===== config.mk =====
export PLATFORM = sky130hd
export DESIGN_NAME = counter_input_conditioner
export DESIGN_NICKNAME = d
export VERILOG_FILES = /design/src/rtl/counter_input_conditioner_pkg.sv /design/src/rtl/counter_input_conditioner_debounce_fsm.sv /design/src/rtl/counter_input_conditioner.sv
export SDC_FILE = /design/constraint.sdc
export NUM_CORES = 1
export LEC_CHECK = 0
export CORE_MARGIN = 2
export CORE_UTILIZATION = 36
export CTS_BUF_LIST = sky130_fd_sc_hd__clkbuf_16
export DETAILED_ROUTE_END_ITERATION = 10
export HOLD_SLACK_MARGIN = 0.02
export PLACE_DENSITY = 0.51
export SETUP_SLACK_MARGIN = 0.02
export SLEW_MARGIN = 20
export SYNTH_ARGS = -nofsm -noshare
export SYNTH_HDL_FRONTEND = slang
export SYNTH_SLANG_ARGS = --single-unit

===== constraint.sdc =====
create_clock -name clk -period 3.3 [get_ports clk]
set_input_delay 0.66 -clock clk [delete_from_list [all_inputs] [get_ports clk]]
set_output_delay 0.66 -clock clk [all_outputs]
set_load 0.01 [all_outputs]

===== src/rtl/counter_input_conditioner_pkg.sv =====
// Shared types and constants for the counter input conditioner.
// Used by the debounce FSM and by the top-level press decode.
package counter_input_conditioner_pkg;

    typedef enum logic [1:0] {
        S_LO   = 2'd0,
        S_RISE = 2'd1,
        S_HI   = 2'd2,
        S_FALL = 2'd3
    } db_state_e;

    localparam logic DIR_UP = 1'b1;
    localparam logic DIR_DN = 1'b0;

    function automatic int max_int(input int a, input int b);
        return (a > b) ? a : b;
    endfunction

endpackage


===== src/rtl/counter_input_conditioner_debounce_fsm.sv =====
// Two-flop synchroniser followed by a debounce FSM; level only changes after
// the synchronised input has held its new value for DB_CYCLES cycles.
//
//  state  | meaning
//  S_LO   | level is 0, input is 0
//  S_RISE | level is 0, input has been 1 for cnt+1 cycles
//  S_HI   | level is 1, input is 1
//  S_FALL | level is 1, input has been 0 for cnt+1 cycles
module debounce_fsm
    import counter_input_conditioner_pkg::*;
#(
    parameter int DB_W      = 16,
    parameter int DB_CYCLES = 50000
) (
    input  logic clk,
    input  logic rst,
    input  logic din,
    output logic level,
    output logic rise
);

    localparam logic [DB_W-1:0] CNT_LAST = DB_W'(DB_CYCLES - 1);

    logic            sync1_q, sync2_q;
    db_state_e       state_q, state_d;
    logic [DB_W-1:0] cnt_q, cnt_d, cnt_inc;
    logic            level_q, level_d;
    logic            rise_q, rise_d;

    always_ff @(posedge clk or posedge rst) begin
        if (rst) begin
            sync1_q <= 1'b0;
            sync2_q <= 1'b0;
        end else begin
            sync1_q <= din;
            sync2_q <= sync1_q;
        end
    end

    always_comb begin
        state_d = state_q;
        cnt_d   = cnt_q;
        level_d = level_q;
        rise_d  = 1'b0;
        cnt_inc = (cnt_q == '1) ? cnt_q : cnt_q + 1'b1;
        case (state_q)
            S_LO: begin
                if (sync2_q) begin
                    state_d = S_RISE;
                    cnt_d   = '0;
                end
            end
            S_RISE: begin
                if (!sync2_q) begin
                    state_d = S_LO;
                end else begin
                    cnt_d = cnt_inc;
                    if (cnt_inc == CNT_LAST) begin
                        state_d = S_HI;
                        level_d = 1'b1;
                        rise_d  = 1'b1;
                    end
                end
            end
            S_HI: begin
                if (!sync2_q) begin
                    state_d = S_FALL;
                    cnt_d   = '0;
                end
            end
            S_FALL: begin
                if (sync2_q) begin
                    state_d = S_HI;
                end else begin
                    cnt_d = cnt_inc;
                    if (cnt_inc == CNT_LAST) begin
                        state_d = S_LO;
                        level_d = 1'b0;
                    end
                end
            end
            default: state_d = S_LO;
        endcase
    end

    always_ff @(posedge clk or posedge rst) begin
        if (rst) begin
            state_q <= S_LO;
            cnt_q   <= '0;
            level_q <= 1'b0;
            rise_q  <= 1'b0;
        end else begin
            state_q <= state_d;
            cnt_q   <= cnt_d;
            level_q <= level_d;
            rise_q  <= rise_d;
        end
    end

    assign level = level_q;
    assign rise  = rise_q;

endmodule


===== src/rtl/counter_input_conditioner.sv =====
// Conditions the up/down buttons and mode switch for the 3-bit counter.
// Define COUNTER_INPUT_CONDITIONER_AUTOREPEAT_EN to enable hold-to-repeat.
module counter_input_conditioner
    import counter_input_conditioner_pkg::*;
#(
    parameter int DB_W      = 16,
    parameter int DB_CYCLES = 50000,
    parameter int REP_DELAY = 25000000,
    parameter int REP_RATE  = 12500000
) (
    input  logic clk,
    input  logic rst,
    input  logic btn_up,
    input  logic btn_dn,
    input  logic sw_mode,
    output logic updn,
    output logic cen,
    output logic m
);

    // Index 0 is the up button, index 1 the down button.
    logic [1:0] level_b, rise_b, press, rep_fire;
    logic       level_mode, mode_rise_unused;
    logic       up_evt, dn_evt;
    logic       cen_q, cen_d;
    logic       updn_q, updn_d;

    debounce_fsm #(.DB_W(DB_W), .DB_CYCLES(DB_CYCLES)) u_db_up (
        .clk(clk), .rst(rst), .din(btn_up), .level(level_b[0]), .rise(rise_b[0])
    );

    debounce_fsm #(.DB_W(DB_W), .DB_CYCLES(DB_CYCLES)) u_db_dn (
        .clk(clk), .rst(rst), .din(btn_dn), .level(level_b[1]), .rise(rise_b[1])
    );

    debounce_fsm #(.DB_W(DB_W), .DB_CYCLES(DB_CYCLES)) u_db_mode (
        .clk(clk), .rst(rst), .din(sw_mode), .level(level_mode), .rise(mode_rise_unused)
    );

    // Simultaneous rises cancel each other.
    assign press = rise_b & ~{rise_b[0], rise_b[1]};

`ifdef COUNTER_INPUT_CONDITIONER_AUTOREPEAT_EN
    localparam int REP_MAX = max_int(REP_DELAY, REP_RATE);
    localparam int REP_W   = (REP_MAX > 1) ? $clog2(REP_MAX) : 1;

    logic [1:0][REP_W-1:0] rep_cnt_q, rep_cnt_d;
    logic [1:0]            rep_act_q, rep_act_d;

    // Down-counter loaded on the press pulse; terminal count fires a repeat
    // and reloads with the repeat period. Holding both buttons kills it.
    always_comb begin
        rep_cnt_d = rep_cnt_q;
        rep_act_d = rep_act_q;
        rep_fire  = '0;
        for (int i = 0; i < 2; i++) begin
            rep_fire[i]  = rep_act_q[i] & level_b[i] & ~level_b[1-i] & (rep_cnt_q[i] == '0);
            rep_act_d[i] = rep_act_q[i] & level_b[i] & ~level_b[1-i];
            if (press[i] && !level_b[1-i]) begin
                rep_act_d[i] = 1'b1;
                rep_cnt_d[i] = REP_W'(REP_DELAY - 1);
            end else if (rep_fire[i]) begin
                rep_cnt_d[i] = REP_W'(REP_RATE - 1);
            end else if (rep_act_d[i]) begin
                rep_cnt_d[i] = rep_cnt_q[i] - 1'b1;
            end else begin
                rep_cnt_d[i] = '0;
            end
        end
    end

    always_ff @(posedge clk or posedge rst) begin
        if (rst) begin
            rep_cnt_q <= '0;
            rep_act_q <= '0;
        end else begin
            rep_cnt_q <= rep_cnt_d;
            rep_act_q <= rep_act_d;
        end
    end
`else
    localparam int rep_params_unused = REP_DELAY + REP_RATE;
    assign rep_fire = '0;
`endif

    always_comb begin
        up_evt = press[0] | rep_fire[0];
        dn_evt = press[1] | rep_fire[1];
        cen_d  = up_evt ^ dn_evt;
        updn_d = updn_q;
        if (up_evt && !dn_evt) begin
            updn_d = DIR_UP;
        end else if (dn_evt && !up_evt) begin
            updn_d = DIR_DN;
        end
    end

    always_ff @(posedge clk or posedge rst) begin
        if (rst) begin
            cen_q  <= 1'b0;
            updn_q <= DIR_UP;
        end else begin
            cen_q  <= cen_d;
            updn_q <= updn_d;
        end
    end

    assign cen  = cen_q;
    assign updn = updn_q;
    assign m    = level_mode;

endmodule


**Word level (Yosys, flattened, before mapping)**

Index checks and enable logic that the tools add are counted.

- $add $sub $neg: 3
- Equal/unequal tests: 35
- Mux-type cells: 52
- Bitwise operators: 3
- Reduce and logical (&&, ||, !) cells: 16

Operators by type and width:

| cell | count |
|---|---|
| 2-to-1 mux 16 bit | 15 |
| case mux 16 bit (4 select lines) | 3 |
| == test 16 bit, second input constant | 6 |
| adder 16 x 1 -> 16 bit, second input constant | 3 |
| 2-to-1 mux 2 bit | 18 |
| case mux 2 bit (4 select lines) | 3 |
| AND reduction 4 bit | 6 |
| inequality test 2 x 1 -> 1 bit, second input constant | 8 |
| == test 2 bit, second input constant | 6 |
| 2-to-1 mux 1 bit | 12 |
| inequality test 2 bit, second input constant | 6 |
| inequality test 3 x 1 -> 1 bit, second input constant | 3 |
| inequality test 3 bit, second input constant | 3 |
| == test 2 x 1 -> 1 bit, second input constant | 3 |
| zero test 2 bit | 3 |
| AND reduction 5 bit | 1 |
| nonzero test 2 bit | 2 |
| AND 2 bit | 1 |
| logical AND 1 bit | 2 |
| zero test 1 bit | 2 |
| NOT 2 bit | 1 |
| case mux 1 bit (2 select lines) | 1 |
| bitwise XOR 1 bit | 1 |

- Bits in registers: 65
- Input bits: 5
- Output and inout bits: 3
- Logic and storage cells: 126

**Depth between registers and ports, before layout**

Gate-level depths: netlist (run 1).

- Depth after elaboration: 6
- Mapped depth: 9
- Gate-level depth less buffers: 8

**By module**

From an unflattened synthesis (run 1), not the netlist that was laid out.

- Cell total of the unflattened synthesis: 513
- Area, all modules: 4490.6 µm²

Modules (own cells, without submodules):

| module | times used | cells an instance | area an instance (µm²) | sequential area each (µm²) |
|---|---|---|---|---|
| debounce_fsm (u_db_mode ...) | 2 | 168 | 1465.2 | 550.5 |
| debounce_fsm (u_db_dn) | 1 | 170 | 1470.2 | 550.5 |
| counter_input_conditioner | 1 | 7 | 90.1 | 51.3 |

**Worst setup path after synthesis (run 1)**

No wires, ideal clock.

- Path kind: register -> register
- Start: reg u_db_up.cnt_q[0]
- End: reg (tool-made name)
- Setup time: 0.127 ns
- Arrival: 2.439 ns
- Required time: 3.173 ns
- Slack: 0.733 ns
- Cell stages (with the launch flop): 9
- Buffers on the path: 0
- Clock period less this slack: 2.567 ns
- Path through: dfrtp_1 > ha_1 > nand4_1 > or4_1 > nand2_2 > nor2_1 > xor2_1 > nor4_1 > mux2_1

RTL lines:

| element | RTL line | RTL |
|---|---|---|
| start, declared | counter_input_conditioner_debounce_fsm.sv:26 | `logic [DB_W-1:0] cnt_q, cnt_d, cnt_inc;` |
| start signal, assigned | counter_input_conditioner_debounce_fsm.sv:94 | `cnt_q <= cnt_d;` |

==> results.py, run 1 <==
metrics = {
    "route": {
        "first_iter_violations": 210,
        "drc_errors": 0,
        "first_pass_iters": 4,
        "wl_per_cell_um": 15.27,
        "detail_route.wirelength_mm": 9.256,
        "viasPerCell": 5.578,
        "postRouteAntennaNets": 0,
        "vias": 3380,
    },
    "layout": {
        "fin_util": 0.4189,
        "final_cell_mix": "dfrtp_1, nand2_1, nor2_1, a21oi_1, o21ai_0",
        "layout_commonest_cell": "dfrtp_1",
        "syn2layout_area_growth_pct": 13.80,
        "final_nets": 470,
        "reg_top3": "u_db_dn.cnt_q: 16 flops, u_db_mode.cnt_q: 16 flops, u_db_up.cnt_q: 16 flops",
        "layout-drive-gt1-share": 0.09013,
        "antenna_cells": 0,
    },
    "clocking": {
        "cts_resized": 0,
        "cts-hold-fix-buffers": 0,
        "clk_path_buf_depth": 2,
        "clock_sinks": 65,
        "clk_latency_ps": 340,
        "cts-root-buf": "clkbuf_16",
        "cts_max_level": 3,
        "cts_setup_buffers": 0,
        "cts_tree": "built",
        "cts_buffers": 9,
        "path_clk_slew_ps": 50,
    },
    "sta": {
        "relSlewSlack": 0.5245,
        "fin_crit_ps": 2855,
        "slew_viol_final": 0,
        "setup-tns-final_ps": 0,
        "finalHoldViolations": 0,
        "fmax_mhz": 350.2,
        "tightest_slew_ps": 708.1,
        "skew_ps": 5.456,
        "setup_viol": 0,
        "rsz0062_at_grt": "no",
        "min_period_over_period": 0.8653,
    },
    "floorplanning": {
        "rows": 38,
        "core_um2": 10790,
        "die_x_um": 109.0,
        "dieArea_um2": 11890,
        "die_h_um": 109.0,
        "initial_core_util": 0.3681,
        "io_pins": 8,
    },
    "pwr": {
        "peakVddDrop_uv": 348.9,
        "pwr-share-seq": 0.417,
        "power_frac_comb": 0.066,
        "p_leak_uw": 0.001859,
        "power_density_nw_per_um2": 465.5,
        "p_clk_frac": 0.517,
        "p_sw_uw": 487.5,
        "p_sw_frac": 0.2316,
        "p_int_uw": 1617,
    },
    "place": {
        "port_buffers": 7,
        "place_congestion": 0.8484,
        "hpwl_mm": 6.310,
    },
    "logic_synthesis": {
        "synth.avg_cell_area_um2": 8.655,
        "ys.warnings.count": 0,
        "synth_edf_count": 0,
        "ys_ff_latch": 65,
        "synth_fp_nets": 468,
        "synth_cell_types": 64,
        "ys_seq_area_frac": 0.4098,
        "ys_async_sr_fraction": 1.000,
        "netlist_instances": 459,
        "synthFlopType": "dfrtp_1",
        "netlist_area_um2": 3973,
    },
    "worst_setup_path": {
        "cp-start-kind": "register",
        "crit_type": "register to register",
        "worst-r2r-setup-slack_ps": 440,
        "end_kind": "register",
        "worst-endpoint-arrival_ps": 3080,
        "crit_path_max_fanout": 8,
        "cp.required_ps": 3520,
    },
    "grt": {
        "grt.total_usage": 0.1748,
        "antenna_found_initial": 0,
        "grt_pass1_wl_mm": 16.21,
        "grt_max_degree": 66,
        "grt_pass1_vias": 3338,
        "grt.overflow.total": 0,
    },
    "hold_path": {
        "hold_class": "register to register",
    },
    "flow_run": {
        "cap_violations": 0,
    },
    "status": {
        "status": "complete, no violations",
    },
}
## area by class of cell
| cell class | count | area [um^2] |
|---|---|---|
| Tap cell | 140 | 175.2 |
| Clock inverter | 7 | 108.9 |
| Timing Repair Buffer | 14 | 135.1 |
| Clock buffer | 9 | 225.2 |
| Multi-Input combinational cell | 361 | 2211 |
| Fill cell | 1041 | 6272 |
| Inverter | 10 | 37.54 |
| Sequential cell | 65 | 1628 |
## cell usage after synthesis (3+ instances only)
cell type	count	area, um^2
dfrtp_1	64	1602
nand2_1	61	229.0
nor2_1	41	153.9
a21oi_1	39	195.2
o21ai_0	31	155.2
clkbuf_1	19	71.32
nand3_1	18	90.09
nand4_1	15	93.84
a22o_1	11	96.34
nor3_1	11	55.05
inv_1	10	37.54
a31oi_1	9	56.30
and3_1	8	50.05
xnor2_1	7	61.31
xor2_1	7	61.31
mux2i_1	6	60.06
nand2b_1	6	37.54
o31ai_1	6	45.04
and2_1	5	31.28
o22ai_1	5	31.28
o41ai_1	5	43.79
a21o_1	4	30.03
ha_1	4	50.05
mux2_2	4	45.04
nor2b_1	4	25.02
nor4b_1	4	35.03
or4_1	4	30.03
a41oi_1	3	26.28
## routing by layer
metal,wire [um],share of wire,GRT usage
met5,0,0,0
met4,106,0.011,0.05861
met3,379,0.041,0.05439
met2,4314,0.47,0.2724
met1,4455,0.48,0.2298
## kinds of logic after synthesis
| logic type | count (synthesis) | share of synthesized area |
|---|---|---|
| buffers and inverters | 33 | 0.03559 |
| DFF | 65 | 0.4098 |
| AOI/OAI and AO/OA | 126 | 0.1994 |
| and+or+nand+nor | 205 | 0.2797 |
| adders and majority gates | 4 | 0.01260 |
| xor gates and xnor gates | 14 | 0.03087 |
| muxes | 12 | 0.03213 |
## through the flow
stage / hold WS, ps / instances / instance area (um^2) / setup WS (ps) / total power (uW)
2_1_floorplan: 331.2 / 459 / 3973 / 733.2 / 984.0
3_3_place_gp: 333.5 / 590 / 4187 / 569.5 / 1029
3_5_place_dp: 341.8 / 590 / 4187 / 482.7 / 1031
4_1_cts: 355.0 / 606 / 4521 / 447.2 / 2138
5_1_grt: 362.4 / 606 / 4521 / 221.5 / 2197
6_report: 351.0 / 606 / 4521 / 444.6 / 2104
## worst max-delay path, cell delays in order (launching register included)
cell	delay (ps)
dfrtp_1	450
ha_1	330
nand4_1	190
or4_1	640
nand2_2	160
nor2_1	90
xor2_1	160
nor4_1	360
mux2_1	360
## final timing paths
path	cells past startpoint	to	startpoint
setup / recovery	8	register	u_db_up.cnt_q[0]
hold reg to reg	0	u_db_mode.sync2_q	u_db_mode.sync1_q
hold / removal	0	u_db_mode.sync2_q	u_db_mode.sync1_q
min in group asynchronous	3	u_db_mode.cnt_q[8]	rst
max in group asynchronous	3	updn	rst
setup reg to reg	8	register	u_db_up.cnt_q[0]
## power groups by stage
stage          Combinational (uW)  Sequential, uW  Clock, uW
2_1_floorplan                 124             860          0
3_3_place_gp                  140             888          0
3_5_place_dp                  142             889          0
4_1_cts                       143             876       1120
5_1_grt                       159             883       1150
6_report                      140             877       1090
No activity file was read; power rests on OpenSTA's default activity.
==> run 2: changes to the inputs <==
--- a/config.mk
+++ b/config.mk
@@ -5,14 +5,13 @@
 export SDC_FILE = /design/constraint.sdc
 export NUM_CORES = 1
 export LEC_CHECK = 0
-export CORE_MARGIN = 2
 export CORE_UTILIZATION = 36
 export CTS_BUF_LIST = sky130_fd_sc_hd__clkbuf_16
 export DETAILED_ROUTE_END_ITERATION = 10
 export HOLD_SLACK_MARGIN = 0.02
 export PLACE_DENSITY = 0.51
 export SETUP_SLACK_MARGIN = 0.02
-export SLEW_MARGIN = 20
+export SLEW_MARGIN = 10
 export SYNTH_ARGS = -nofsm -noshare
 export SYNTH_HDL_FRONTEND = slang
 export SYNTH_SLANG_ARGS = --single-unit
==> results.py, run 2 (synthesized netlist as in run 1, its figures left out) <==
metrics = {
    "layout": {
        "n_fill_cell": 1015,
        "final_nets": 469,
        "final_cell_mix": "dfrtp_1, nand2_1, nor2_1, a21oi_1, o21ai_0",
        "syn2layout_area_growth_pct": 12.50,
        "reg_top3": "u_db_dn.cnt_q: 16 flops, u_db_mode.cnt_q: 16 flops, u_db_up.cnt_q: 16 flops",
        "layout-drive-gt1-share": 0.09462,
        "layout_commonest_cell": "dfrtp_1",
        "antenna_cells": 0,
    },
    "hold_path": {
        "hold_depth": 0,
        "worstHoldEndpoint": "u_db_mode.sync2_q",
        "hold_class": "register to register",
        "hold_start": "u_db_mode.sync1_q",
    },
    "clocking": {
        "cts_setup_buffers": 0,
        "cts-hold-fix-buffers": 0,
        "clk_latency_ps": 330,
        "clock_sinks": 65,
        "cts_max_level": 3,
        "cts_tree": "built",
        "cts_buffers": 9,
        "path_clk_slew_ps": 50,
        "cts-root-buf": "clkbuf_16",
        "clk_path_buf_depth": 2,
        "cts_resized": 0,
    },
    "worst_setup_path": {
        "end_kind": "register",
        "crit_path_max_fanout": 8,
        "worst-r2r-setup-slack_ps": 370,
        "cp-start-kind": "register",
        "r2r-start": "u_db_up.cnt_q[0]",
        "cp.required_ps": 3510,
        "ff2ff_path_depth": 8,
        "worst-endpoint-arrival_ps": 3140,
        "crit_type": "register to register",
    },
    "route": {
        "first_iter_violations": 255,
        "vias": 3336,
        "postRouteAntennaNets": 0,
        "wl_per_cell_um": 15.12,
        "detail_route.wirelength_mm": 9.089,
        "first_pass_iters": 4,
        "drc_errors": 0,
        "viasPerCell": 5.551,
    },
    "sta": {
        "skew_ps": 5.448,
        "setup_viol": 0,
        "hold_ws_ps": 346.3,
        "fmax_mhz": 341.3,
        "fin_crit_ps": 2930,
        "slew_viol_final": 0,
        "tightest_slew_ps": 710.6,
        "setup-tns-final_ps": 0,
        "min_period_over_period": 0.8879,
        "relSlewSlack": 0.5226,
        "rsz0062_at_grt": "no",
        "finalHoldViolations": 0,
    },
    "status": {
        "status": "complete, no violations",
    },
    "pwr": {
        "power_density_nw_per_um2": 438.7,
        "peakVddDrop_uv": 219.9,
        "p_leak_uw": 0.001841,
    },
    "floorplanning": {
        "die_h_um": 107.0,
        "io_pins": 8,
        "initial_core_util": 0.3780,
        "die_x_um": 107.0,
        "core_um2": 10510,
        "dieArea_um2": 11460,
        "rows": 37,
    },
    "place": {
        "port_buffers": 7,
        "place_congestion": 0.8416,
        "hpwl_mm": 6.320,
    },
    "grt": {
        "grt_pass1_vias": 3226,
        "grt.total_usage": 0.1767,
        "antenna_found_initial": 0,
        "grt_max_degree": 39,
        "grt.overflow.total": 0,
        "grt_pass1_wl_mm": 15.83,
    },
    "flow_run": {
        "cap_violations": 0,
    },
}
run 2: changes by cell type in the layout (fill, tap and decap cells not counted):
cell / delta
buf_4: -1
bufinv_16: -2
clkinv_1: -3
clkinv_2: +3
clkinv_4: +1
inv_6: +1
run 2: worst max-delay path by stage:
stage	from	endpoint	slack, ps	depth (start not counted)
3_5_place_dp	u_db_up.cnt_q[0]	register	410	8
4_1_cts	u_db_up.cnt_q[0]	register	400	8
3_3_place_gp	u_db_up.cnt_q[0]	register	550	8
2_1_floorplan	u_db_up.cnt_q[0]	register	730	8
5_1_grt	u_db_up.cnt_q[0]	register	170	8
6_report	u_db_up.cnt_q[0]	register	370	8
run 2: layer usage:
layer	track usage	up-vias	share of wire
met2	0.2654	32	0.45
met5	0	-	0
met4	0.08708	0	0.015
met1	0.2428	1595	0.52
met3	0.03343	9	0.021
li1	-	1700	-
run 2: through the flow:
stage,total power (uW),utilization,setup WS [ps],area [um^2],std cells
3_3_place_gp,1028,0.3972,550.9,4174,585
6_report,1960,0.4253,369.8,4469,601
5_1_grt,2059,0.4253,172.7,4469,601
4_1_cts,1996,0.4253,401.8,4469,601
3_5_place_dp,1030,0.3972,409.3,4174,585
2_1_floorplan,984.0,-,733.2,3973,459
run 2: final cells by class:
class	instances	area (um^2)	area share
Tap cell	136	170.2	0.03807
Clock inverter	7	70.07	0.01568
Multi-Input combinational cell	361	2211	0.4947
Timing Repair Buffer	13	127.6	0.02856
Clock buffer	9	225.2	0.05039
Sequential cell	65	1628	0.3642
Inverter	10	37.54	0.008399
run 2: power by group:
part | total (uW) | switching [uW] | internal, uW
Sequential | 877 | 52.5 | 825
Clock | 944 | 361 | 584
Combinational | 139 | 76.4 | 62.4
Total | 1960 | 490 | 1470
run 2: critical path, cell delays in order (launching register included):
cell and delay (ps):
dfrtp_1 470, ha_1 340, nand4_1 210, or4_1 640
nand2_2 160, nor2_1 90, xor2_1 160, nor4_1 370
mux2_1 370
==> run 3: changes to the inputs <==
--- a/config.mk
+++ b/config.mk
@@ -8,6 +8,7 @@
 export CORE_UTILIZATION = 36
 export CTS_BUF_LIST = sky130_fd_sc_hd__clkbuf_16
 export DETAILED_ROUTE_END_ITERATION = 10
+export GPL_TIMING_DRIVEN = 1
 export HOLD_SLACK_MARGIN = 0.02
 export PLACE_DENSITY = 0.51
 export SETUP_SLACK_MARGIN = 0.02
==> results of run 3 <==
Final layout, timing and power as in run 2 (identical DEF).
